`src/rtl/counter_rr_arbiter.sv`:
```
// Round-robin sequencer that shares one saturating up/down counter among N_REQ requesters.
// One command every three cycles (IDLE -> ISSUE -> RESP); the post-op value is returned with DONE.
module counter_rr_arbiter #(
   parameter int N_REQ    = 4,
   parameter int WIDTH    = 5,
   parameter bit RST_LOAD = 1'b1
) (
   input  logic                     CLK,
   input  logic                     RST,
   input  logic [N_REQ-1:0]         REQ,
   input  logic [2*N_REQ-1:0]       OP,
   input  logic [WIDTH*N_REQ-1:0]   DATA,
   output logic [N_REQ-1:0]         GNT,
   output logic [N_REQ-1:0]         DONE,
   output logic [WIDTH-1:0]         RESULT,
   output logic                     SAT,
   output logic                     BUSY,
   output logic                     CNT_LOAD,
   output logic                     CNT_UP,
   output logic                     CNT_DOWN,
   output logic [WIDTH-1:0]         CNT_IN,
   input  logic [WIDTH-1:0]         CNT_VAL,
   input  logic                     CNT_HIGH,
   input  logic                     CNT_LOW
);

   localparam int IDX_W = (N_REQ > 1) ? $clog2(N_REQ) : 1;

   localparam logic [1:0] OP_UP   = 2'b00;
   localparam logic [1:0] OP_DOWN = 2'b01;
   localparam logic [1:0] OP_LOAD = 2'b10;

   localparam logic [N_REQ-1:0] ONE_N   = N_REQ'(1);
   localparam logic [WIDTH-1:0] ONE_W   = WIDTH'(1);
   localparam logic [IDX_W-1:0] ONE_IDX = IDX_W'(1);
   localparam logic [IDX_W-1:0] LAST    = IDX_W'(N_REQ - 1);

   typedef enum logic [1:0] {
      IDLE  = 2'd0,
      ISSUE = 2'd1,
      RESP  = 2'd2
   } state_t;

   state_t state, state_nxt;

   logic [IDX_W-1:0] ptr, ptr_nxt;
   logic [IDX_W-1:0] idx, idx_nxt;
   logic [IDX_W-1:0] pick;
   logic             found;
   logic [IDX_W:0]   cand;
   logic [1:0]       op_q, op_nxt, sel_op;
   logic [WIDTH-1:0] data_q, data_nxt, sel_data;
   logic [N_REQ-1:0] gnt_nxt, done_nxt;
   logic [WIDTH-1:0] result_nxt, in_nxt;
   logic             sat_nxt, busy_nxt, load_nxt, up_nxt, down_nxt;

   assign sel_op   = OP[2*int'(pick) +: 2];
   assign sel_data = DATA[WIDTH*int'(pick) +: WIDTH];

   // Round-robin search: first set request at ptr, ptr+1, ... wrapping at N_REQ.
   always_comb begin
      found = 1'b0;
      pick  = ptr;
      cand  = '0;
      for (int k = 0; k < N_REQ; k++) begin
         cand  = {1'b0, ptr} + (IDX_W+1)'(k);
         cand  = (cand >= (IDX_W+1)'(N_REQ)) ? (cand - (IDX_W+1)'(N_REQ)) : cand;
         pick  = (!found && REQ[cand[IDX_W-1:0]]) ? cand[IDX_W-1:0] : pick;
         found = found | REQ[cand[IDX_W-1:0]];
      end
   end

   // Next-state and next-output logic for the sequencer.
   always_comb begin
      state_nxt  = state;
      ptr_nxt    = ptr;
      idx_nxt    = idx;
      op_nxt     = op_q;
      data_nxt   = data_q;
      gnt_nxt    = '0;
      done_nxt   = '0;
      result_nxt = RESULT;
      sat_nxt    = SAT;
      busy_nxt   = 1'b0;
      load_nxt   = 1'b0;
      up_nxt     = 1'b0;
      down_nxt   = 1'b0;
      in_nxt     = '0;
      case (state)
         IDLE: begin
            if (found) begin
               state_nxt = ISSUE;
               idx_nxt   = pick;
               op_nxt    = sel_op;
               data_nxt  = sel_data;
               gnt_nxt   = ONE_N << pick;
               busy_nxt  = 1'b1;
               case (sel_op)
                  OP_UP:   up_nxt = 1'b1;
                  OP_DOWN: down_nxt = 1'b1;
                  OP_LOAD: begin
                     load_nxt = 1'b1;
                     in_nxt   = sel_data;
                  end
                  default: load_nxt = 1'b0;
               endcase
            end else begin
               state_nxt = IDLE;
            end
         end
         ISSUE: begin
            // RESULT is registered, so the post-op value is derived from the pre-op sample.
            state_nxt = RESP;
            busy_nxt  = 1'b1;
            done_nxt  = ONE_N << idx;
            ptr_nxt   = (idx == LAST) ? '0 : (idx + ONE_IDX);
            case (op_q)
               OP_UP: begin
                  sat_nxt    = CNT_HIGH;
                  result_nxt = CNT_HIGH ? CNT_VAL : (CNT_VAL + ONE_W);
               end
               OP_DOWN: begin
                  sat_nxt    = CNT_LOW;
                  result_nxt = CNT_LOW ? CNT_VAL : (CNT_VAL - ONE_W);
               end
               OP_LOAD: begin
                  sat_nxt    = 1'b0;
                  result_nxt = data_q;
               end
               default: begin
                  sat_nxt    = 1'b0;
                  result_nxt = CNT_VAL;
               end
            endcase
         end
         RESP: begin
            state_nxt = IDLE;
         end
         default: begin
            state_nxt = IDLE;
         end
      endcase
   end

   // State register.
   always_ff @(posedge CLK) begin
      if (RST) begin
         state <= IDLE;
      end else begin
         state <= state_nxt;
      end
   end

   // Latched command and registered outputs; reset also loads the counter when enabled.
   always_ff @(posedge CLK) begin
      if (RST) begin
         ptr      <= '0;
         idx      <= '0;
         op_q     <= OP_UP;
         data_q   <= '0;
         GNT      <= '0;
         DONE     <= '0;
         RESULT   <= '0;
         SAT      <= 1'b0;
         BUSY     <= 1'b0;
         CNT_LOAD <= RST_LOAD;
         CNT_UP   <= 1'b0;
         CNT_DOWN <= 1'b0;
         CNT_IN   <= '0;
      end else begin
         ptr      <= ptr_nxt;
         idx      <= idx_nxt;
         op_q     <= op_nxt;
         data_q   <= data_nxt;
         GNT      <= gnt_nxt;
         DONE     <= done_nxt;
         RESULT   <= result_nxt;
         SAT      <= sat_nxt;
         BUSY     <= busy_nxt;
         CNT_LOAD <= load_nxt;
         CNT_UP   <= up_nxt;
         CNT_DOWN <= down_nxt;
         CNT_IN   <= in_nxt;
      end
   end

endmodule

```
`config.mk`:
```
export PLATFORM = sky130hd
export DESIGN_NAME = counter_rr_arbiter
export DESIGN_NICKNAME = d
export VERILOG_FILES = /design/src/rtl/counter_rr_arbiter.sv
export SDC_FILE = /design/constraint.sdc
export NUM_CORES = 1
export LEC_CHECK = 0
export ABC_AREA = 1
export BUFFER_PORTS_ARGS = -buffer_cell sky130_fd_sc_hd__buf_2
export CORE_UTILIZATION = 35
export CTS_CLUSTER_SIZE = 16
export DETAILED_ROUTE_END_ITERATION = 7
export PLACE_DENSITY = 0.6
export SKIP_CTS_REPAIR_TIMING = 1
export SYNTH_ARGS = -nofsm -noshare
export SYNTH_HDL_FRONTEND = slang
export SYNTH_SLANG_ARGS = --single-unit
```
`constraint.sdc`:
```
create_clock -name CLK -period 1.8 [get_ports CLK]
set_input_delay 0.09 -clock CLK [delete_from_list [all_inputs] [get_ports CLK]]
set_output_delay 0.09 -clock CLK [all_outputs]
set_load 0.05 [all_outputs]
```
# Word level (Yosys, flattened, before mapping)
# Index checks and enable logic that the tools add are counted.
[totals]
regBits = 36
out_inout_bits = 23
elab_cells = 93
in_bits = 41
[op_classes]
order_cmp = 8
reduce_logical = 13
shifts = 4
n_mul = 1
n_bitwise = 7
muxes = 30
eq_ne = 6
n_addsub = 10
[op_table]
columns = ["operator", "n"]
rows = [
  ["$shiftx 20x6->5", 1],
  ["$mux 2", 9],
  ["$pmux 5 s3", 1],
  ["$lt 2x3->1 const B", 4],
  ["$mux 1", 11],
  ["$mux 5", 2],
  ["$ge 3x3->1 const B", 3],
  ["$bmux 1 s2", 4],
  ["$shiftx 8x4->2", 1],
  ["$shl 1x2->4 const A", 2],
  ["$sub 2x1->2 const B", 4],
  ["$add 2x2->3 const B", 2],
  ["$eq 2x1->1 const B", 3],
  ["$eq 2x2->1 const B", 3],
  ["$logic_not 2->1", 3],
  ["$add 5x1->5 const B", 1],
  ["$mul 3x2->5 const A", 1],
  ["$sub 5x1->5 const B", 1],
  ["$not 1->1", 4],
  ["$pmux 1 s2", 2],
  ["$pmux 2 s2", 1],
  ["$reduce_or 4->1", 1],
  ["$add 2x1->3 const B", 1],
  ["$ge 2x3->1 const B", 1],
  ["other kinds (7)", 13],
]

# Longest topological paths before layout
# Gate-level depths: netlist (run 1).
[depth]
depth_word = 15
ltp_mapped = 17
depth_no_buf = 16

# Least setup slack after synthesis (run 1)
# No wires, ideal clock.
[synth_timing]
path_type = "flip-flop to flip-flop"
start = "register ptr[0]"
end = "register data_q[2]"
t_required_ps = 1678
arrival_ps = 1573
path_buffers = 2
path_slack_ps = 105
stages_incl_launch_ff = 16
setup_time_ps = 122
synth_period_minus_slack_ps = 1695
cell_sequence = "dfxtp_1 > buf_6 > nand2_2 > nand2_2 > nand2_2 > nand2_4 > nand3_2 > nand2_2 > nand2_4 > nand2_4 > clkinv_2 > buf_6 > nand2_1 > nand3_1 > nand2_1 > o21ai_1"
[synth_via]
elab_chain_len = 12
elab_cells_between_ends = 39
cone_classes = "add/sub: 7; mul: 1; order compare: 4; shift: 1; mux: 16; bitwise: 3; reduce/logical: 7"
[synth_lines]
columns = ["element", "line", "source"]
rows = [
  ["start, declared", "46", "logic [IDX_W-1:0] ptr, ptr_nxt;"],
  ["start signal, assigned", "171", "ptr <= ptr_nxt;"],
  ["$add 2x1->3", "66", "cand = {1'b0, ptr} + (IDX_W+1)'(k);"],
  ["$ge 3x3->1 or $sub 2x1->2 (tied branches)", "67", "cand = (cand >= (IDX_W+1)'(N_REQ)) ? (cand - (IDX_W+1)'(N_REQ)) : cand;"],
  ["$mux 2", "67", ""],
  ["$bmux 1 s2", "68, 69", ""],
  ["$mux 1 (implied by the code)", "68, 69", ""],
  ["$or 1x1->1", "69", "found = found | REQ[cand[IDX_W-1:0]];"],
  ["$logic_not 1->1 or $or 1x1->1 (tied branches)", "68, 69", ""],
  ["$logic_and 1x1->1 or $logic_not 1->1 (tied branches)", "68", "pick = (!found && REQ[cand[IDX_W-1:0]]) ? cand[IDX_W-1:0] : pick;"],
  ["$mux 2 or $logic_and 1x1->1 (tied branches)", "68", ""],
  ["$mux 2", "68", ""],
  ["$mul 3x2->5", "58", "assign sel_data = DATA[WIDTH*int'(pick) +: WIDTH];"],
  ["$shiftx 20x6->5", "58", ""],
  ["end signal, assigned", "174", "data_q <= data_nxt;"],
  ["end, declared", "52", "logic [WIDTH-1:0] data_q, data_nxt, sel_data;"],
]
# Parallel ways exist; a longest one is shown, timed or not. The select of a mux whose other input is x is not followed.
# A chain may end at the register's enable or synchronous reset.

# Final worst setup path (run 1)
[layout_timing]
start = "register ptr[0]"
end = "register CNT_LOAD"
[layout_via]
elab_chain_len = 15
elab_cells_between_ends = 41
cone_classes = "add/sub: 7; order compare: 4; eq/ne: 1; shift: 1; mux: 19; bitwise: 3; reduce/logical: 6"
[layout_lines]
columns = ["element", "line", "source"]
rows = [
  ["$add 2x1->3", "66", ""],
  ["$ge 3x3->1 or $sub 2x1->2 (tied branches)", "67", ""],
  ["$mux 2", "67", ""],
  ["$bmux 1 s2", "68, 69", ""],
  ["$mux 1 (implied by the code)", "68, 69", ""],
  ["$or 1x1->1", "69", ""],
  ["$logic_not 1->1 or $or 1x1->1 (tied branches)", "68, 69", ""],
  ["$logic_and 1x1->1 or $logic_not 1->1 (tied branches)", "68", ""],
  ["$mux 2 or $logic_and 1x1->1 (tied branches)", "68", ""],
  ["$mux 2", "68", ""],
  ["$shiftx 8x4->2", "57", "assign sel_op = OP[2*int'(pick) +: 2];"],
  ["$eq 2x2->1", "98", "case (sel_op)"],
  ["$mux 1", "98", ""],
  ["$mux 1 *", "91", "if (found) begin"],
  ["$mux 1 *", "89", "case (state)"],
  ["end signal, assigned", "180", "CNT_LOAD <= load_nxt;"],
  ["end, declared", "18", "output logic CNT_LOAD,"],
]
# Every way passes the cells marked *; elsewhere a longest branch is shown, timed or not. The select of a mux whose other input is x is not followed.

==> impl_metrics.env, run 1 <==
export IMPL_synth_area_leaders="dfxtp_1, nand2_1, nand3_1"
export IMPL_finalCritPeriodShare_pct=103.8
export IMPL_drive_above_1_share_pct=45.80
export IMPL_wl_um=5437
export IMPL_multi_input_area_um2=1430
export IMPL_synth_seq_area_share_pct=34.87
export IMPL_drv_slew=0
export IMPL_crit_chain="buf_8 > nand2_4 > nand2_2 > nand2_2 > nand2_2 > nor2_4 > nand4_4 > buf_6 > nand3b_1 > nand2_1 > nand2_1 > nand2_2 > nand3_4 > nand2_1"
export IMPL_drt_pass1_iterations=5
export IMPL_clk_path_buf_depth=2
export IMPL_drc_errors=0
export IMPL_hold_viol=0
export IMPL_synth_area_um2=2067
export IMPL_path_class="flip-flop to flip-flop"
export IMPL_cts_buffers=5
export IMPL_worst_pin_slew_ns=0.2996
export IMPL_drtIter0Drc=75
export IMPL_cts_root_buf="clkbuf_8"
export IMPL_h_tree_depth=2
export IMPL_ant_nets=0
export IMPL_status="complete, but fails checks"
export IMPL_clock_fmax_mhz=535.1
export IMPL_die_h_um=78.85
export IMPL_grt_util_met3_pct=3.678
export IMPL_synthCells=300
export IMPL_synth_top_area_cell="dfxtp_1"
export IMPL_period_minus_slack_ns=1.869
export IMPL_dieArea_um2=6217
export IMPL_p_per_area_nw_per_um2=2116
export IMPL_seq_area_um2=728.2
export IMPL_finalSetupViolations=16
export IMPL_gp_congestion=0.8505
export IMPL_grt_pass1_vias=1843
export IMPL_gr_usage_met1_pct=24.15
export IMPL_grt_use_total_pct=17.00
export IMPL_path_common_cell="nand2_2"
export IMPL_grt_pass1_wl_um=8300
export IMPL_ys_async_sr_fraction_pct=0
export IMPL_viasPerCell=4.759
export IMPL_fp_coreArea_um2=5608
export IMPL_num_vias=2213
export IMPL_antenna_found_initial=0
export IMPL_num_rows=27
export IMPL_avgSynthCellArea_um2=6.890
export IMPL_required_ns=1.98
export IMPL_syn_nets=344
export IMPL_yosysTopAreaCellShare_pct=34.87
export IMPL_busiest_layer="met2"
export IMPL_slew_headroom_pct=79.95
export IMPL_grt_setup_unrepaired="yes"
export IMPL_synth_seq_cells=36
export IMPL_tritoncts="yes"
export IMPL_io_pins=64
export IMPL_yosysMostFrequentCell="nand2_1"
export IMPL_clk_pin_slew_worst_paths_ns=0.07
export IMPL_worst_path_max_fanout=6
export IMPL_pre_cts_ws_ns=-0.05861
export IMPL_clk_latency_ns=0.29
export IMPL_slowest_stage="dfxtp_4"
export IMPL_synth_edf_count=0
export IMPL_synthFlopType="dfxtp_1"
export IMPL_portBuffers=63
export IMPL_post_drt_wl_per_cell_um=11.69
export IMPL_power_leakage_nw=1.566
export IMPL_grt_max_degree=14
export IMPL_violations="negative setup slack"
export IMPL_ys_warnings_count=0
export IMPL_start_util_pct=36.86
export IMPL_diodes=0
export IMPL_dp_hpwl_um=3937
export IMPL_ys_types=36
export IMPL_met2_usage_pct=24.87
export IMPL_vdd_drop_max_v=0.001611
export IMPL_grt_ovfl_total=0
export IMPL_ys_top_cells_by_count="nand2_1, dfxtp_1, inv_1, nand3_1, nand2_2"
export IMPL_clock_skew_final_ns=0.002781
export IMPL_whs_ns=0.1053
export IMPL_cts_sinks=36
export IMPL_start_kind="flip-flop"
export IMPL_worst_slack_ns=-0.06889
export IMPL_hold_class="input pin to flip-flop"
export IMPL_max_stage_delay_ns=0.38
export IMPL_fill_cells=552
export IMPL_area_growth_pct=51.70
export IMPL_final_nets=436
export IMPL_drv_cap=0
export IMPL_arrival_ns=2.05
export IMPL_die_w_um=78.85
export IMPL_worst_setup_path_end_kind="flip-flop"
## power by group
| group | internal, mW | total (mW) | leakage (nW) | switching, mW |
|---|---|---|---|---|
| clock network | 0.693 | 0.985 | 0.0784 | 0.292 |
| registers | 1.04 | 1.19 | 0.296 | 0.144 |
| logic | 1.71 | 4.46 | 1.19 | 2.75 |
| total | 3.45 | 6.64 | 1.57 | 3.18 |
## routing by layer
layer	vias up	wire length (µm)
li1	1162	-
met3	6	250
met2	51	2384
met5	-	0
met4	0	91
met1	994	2710
## cells by family (layout without fill, tap and decap cells)
group	Yosys count	in the layout	synth area share, %
flip-flops	36	36	34.87
adder cells (fa/ha/maj)	3	3	1.816
buffers and inverters	38	131	8.414
AND/OR/NAND/NOR	182	182	43.16
XOR/XNOR	1	1	0.4238
AO/OA/AOI/OAI	40	40	11.32
## cell usage in the layout, fill, tap and decap left out, types with 4 or more instances in the layout
cell	count
a21oi_1	11
buf_2	63
buf_4	19
buf_6	5
clkbuf_8	5
dfxtp_1	34
inv_1	24
nand2_1	72
nand2_2	28
nand2_4	20
nand3_1	17
nand3_2	7
nor2_1	13
nor2_2	4
nor3_1	6
o21ai_0	12
## sequential cells by signal, summed over array words and instances (netlist names), 4 cells and up
signal  flops
CNT_IN      5
RESULT      5
data_q      5
DONE        4
GNT         4
## layout make-up
cell class	count	area share (%)
repair buffers	91	18.79
flip-flops and latches	36	23.22
multi-input cells	226	45.61
clock buffers	5	2.195
well taps	72	2.873
clock inverters	3	2.873
inverters	32	4.429
## stage by stage
stage | cell area (µm²) | std cells | TNS [ns] | utilization [%] | total power, mW
after floorplan | 2067 | 300 | 0 | - | 3.662
final | 3136 | 465 | -0.7375 | 55.91 | 6.636
after global routing | 3136 | 465 | -2.932 | 55.91 | 7.117
after global placement | 2587 | 446 | -0.4187 | 46.14 | 4.664
after detailed placement | 2587 | 446 | -0.4201 | 46.14 | 4.685
after CTS | 2746 | 454 | -0.7863 | 48.97 | 5.683
## worst max-delay path, delay by kind of cell (launching register included)
family / cells / cell delay [ns]
flip-flops: 1 / 0.38
AND/OR/NAND/NOR: 12 / 1.05
buffers and inverters: 2 / 0.31
## path summary, 6_finish.rpt
path	depth (start not counted)	slack (ns)	startpoint	end
hold reg to reg	2	0.46	data_q[4]$_SDFFE_PP0P_	data_q[4]$_SDFFE_PP0P_
setup / recovery	14	-0.07	ptr[0]$_SDFFE_PP0P_	CNT_LOAD$_SDFF_PP1_
setup reg to reg	14	-0.07	ptr[0]$_SDFFE_PP0P_	CNT_LOAD$_SDFF_PP1_
hold / removal	2	0.11	RST	RESULT[0]$_SDFFE_PP0P_
Note: power is estimated with default switching activity, not from simulation.
==> run 2, diff against run 1 <==
Settings changed: BUFFER_PORTS_ARGS -buffer_cell sky130_fd_sc_hd__buf_2 to -buffer_cell sky130_fd_sc_hd__buf_4, PLACE_DENSITY 0.6 to 0.58.
Clock period 1.8 ns to 2 ns, I/O delays scaled along.
==> run 2 against run 1 <==
The run now ends clean. First-iteration DRC count up 53%. Critical endpoint is now op_q[0]$_SDFFE_PP0P_. Die area did not move. Highest routed layer unchanged. Sequential cell count is the same.
==> impl_metrics.env, run 2 (synthesis gave the netlist of run 1 again) <==
export IMPL_post_drt_wl_per_cell_um=11.38
export IMPL_status="completed"
export IMPL_wl_um=5123
export IMPL_grt_setup_unrepaired="yes"
export IMPL_path_class="flip-flop to flip-flop"
export IMPL_grt_use_total_pct=17.61
export IMPL_gp_congestion=0.8931
export IMPL_clock_skew_final_ns=0.008783
export IMPL_viasPerCell=4.673
export IMPL_finalCritPeriodShare_pct=92.45
export IMPL_start_kind="flip-flop"
export IMPL_worst_pin_slew_ns=0.2901
export IMPL_diodes=0
export IMPL_hold_viol=0
export IMPL_r2r_start="ptr[1]$_SDFFE_PP0P_"
export IMPL_cts_root_buf="clkbuf_8"
export IMPL_slew_headroom_pct=80.59
export IMPL_cts_buffers=5
export IMPL_drtIter0Drc=115
export IMPL_dp_hpwl_um=4185
export IMPL_clock_fmax_mhz=540.8
export IMPL_fp_coreArea_um2=5608
export IMPL_arrival_ns=2.02
export IMPL_r2r_cells=14
export IMPL_power_leakage_nw=1.392
export IMPL_grt_max_degree=13
export IMPL_required_ns=2.17
export IMPL_antenna_found_initial=0
export IMPL_num_rows=27
export IMPL_reg2reg_setup_slack_ns=0.15
export IMPL_final_common_cell="nand2_1"
export IMPL_worst_path_max_fanout=8
export IMPL_cts_sinks=36
export IMPL_start_util_pct=36.86
export IMPL_top_regs="CNT_IN (5), RESULT (5), data_q (5)"
export IMPL_holdPathEnd="RESULT[1]$_SDFFE_PP0P_"
export IMPL_ant_nets=0
export IMPL_final_nets=421
export IMPL_h_tree_depth=2
export IMPL_drv_cap=0
export IMPL_p_per_area_nw_per_um2=1692
export IMPL_clk_path_buf_depth=2
export IMPL_io_pins=64
export IMPL_drt_pass1_iterations=4
export IMPL_area_growth_pct=35.11
export IMPL_power_mw=4.726
export IMPL_period_minus_slack_ns=1.849
export IMPL_tritoncts="yes"
export IMPL_clk_pin_slew_worst_paths_ns=0.08
export IMPL_die_w_um=78.85
export IMPL_vdd_drop_max_v=0.0009863
export IMPL_r2r_end="op_q[0]$_SDFFE_PP0P_"
export IMPL_setup_tns_ns=0
export IMPL_grt_pass1_vias=1929
export IMPL_worstHoldStart="RST"
export IMPL_final_cell_mix="nand2_1, buf_4, dfxtp_1"
export IMPL_portBuffers=63
export IMPL_grt_pass1_wl_um=8700
export IMPL_grt_ovfl_total=0
export IMPL_hold_depth=2
export IMPL_dieArea_um2=6217
export IMPL_drv_slew=0
export IMPL_hold_class="input pin to flip-flop"
export IMPL_drc_errors=0
export IMPL_clk_latency_ns=0.29
export IMPL_finalSetupViolations=0
export IMPL_num_vias=2103
export IMPL_worst_setup_path_end_kind="flip-flop"
export IMPL_die_h_um=78.85
export IMPL_drive_above_1_share_pct=32.28
-- run 2: critical path, stage by stage, from the launching register on --
cell	delay [ns]
dfxtp_4	0.41
inv_4	0.07
nand2_1	0.08
nand2_2	0.09
nand2_2	0.09
nand2_4	0.07
nor2_4	0.16
nand4_4	0.15
nand2_4	0.15
nand2_1	0.06
nand2_1	0.06
nand2_1	0.05
nand2_2	0.12
buf_4	0.12
o22ai_1	0.05
-- run 2: area by class of cell --
class,count,area [µm²]
fillers,598,2815
multi-input cells,226,1176
flip-flops and latches,36,728.2
repair buffers,76,578.1
inverters,32,127.6
well taps,72,90.09
clock buffers,6,82.58
clock inverters,2,10.01
-- run 2: where the power goes --
| part | internal [mW] | leakage (nW) | switching [mW] |
|---|---|---|---|
| clock network | 0.275 | 0.0510 | 0.262 |
| registers | 0.940 | 0.296 | 0.123 |
| logic | 1.10 | 1.05 | 2.03 |
-- run 2: how the worst max path moves through the flow --
stage,from,to,slack (ns),depth (start not counted)
floorplan,ptr[0]$_SDFFE_PP0P_,data_q[2]$_SDFFE_PP0P_,0.30,15
global placement,ptr[1]$_SDFFE_PP0P_,data_q[1]$_SDFFE_PP0P_,0.07,13
detailed placement,ptr[1]$_SDFFE_PP0P_,data_q[1]$_SDFFE_PP0P_,0.03,13
CTS,ptr[1]$_SDFFE_PP0P_,data_q[4]$_SDFFE_PP0P_,-0.0004,13
global route,ptr[1]$_SDFFE_PP0P_,CNT_IN[4]$_SDFF_PP0_,-0.02,14
finish,ptr[1]$_SDFFE_PP0P_,op_q[0]$_SDFFE_PP0P_,0.15,14
-- run 2: layer usage --
| layer | vias up | part of all wire [%] | GRT usage, % |
|---|---|---|---|
| met4 | 0 | 1.2 | 5.455 |
| met2 | 61 | 42 | 26.43 |
| met5 | - | 0 | 0 |
| met3 | 7 | 5.9 | 4.483 |
| li1 | 1129 | - | - |
| met1 | 906 | 51 | 24.59 |
-- run 2: through the flow --
stage	worst slack, ns	instance area, µm²	utilization [%]	hold WS (ns)	std cells
2_1_floorplan	0.3048	2067	-	0.3619	300
3_3_place_gp	0.07325	2648	47.21	0.3520	438
3_5_place_dp	0.02624	2648	47.21	0.3525	438
4_1_cts	-0.0004305	2740	48.86	0.04461	446
5_1_grt	-0.01701	2793	49.80	0.05384	450
6_report	0.1510	2793	49.80	0.05690	450
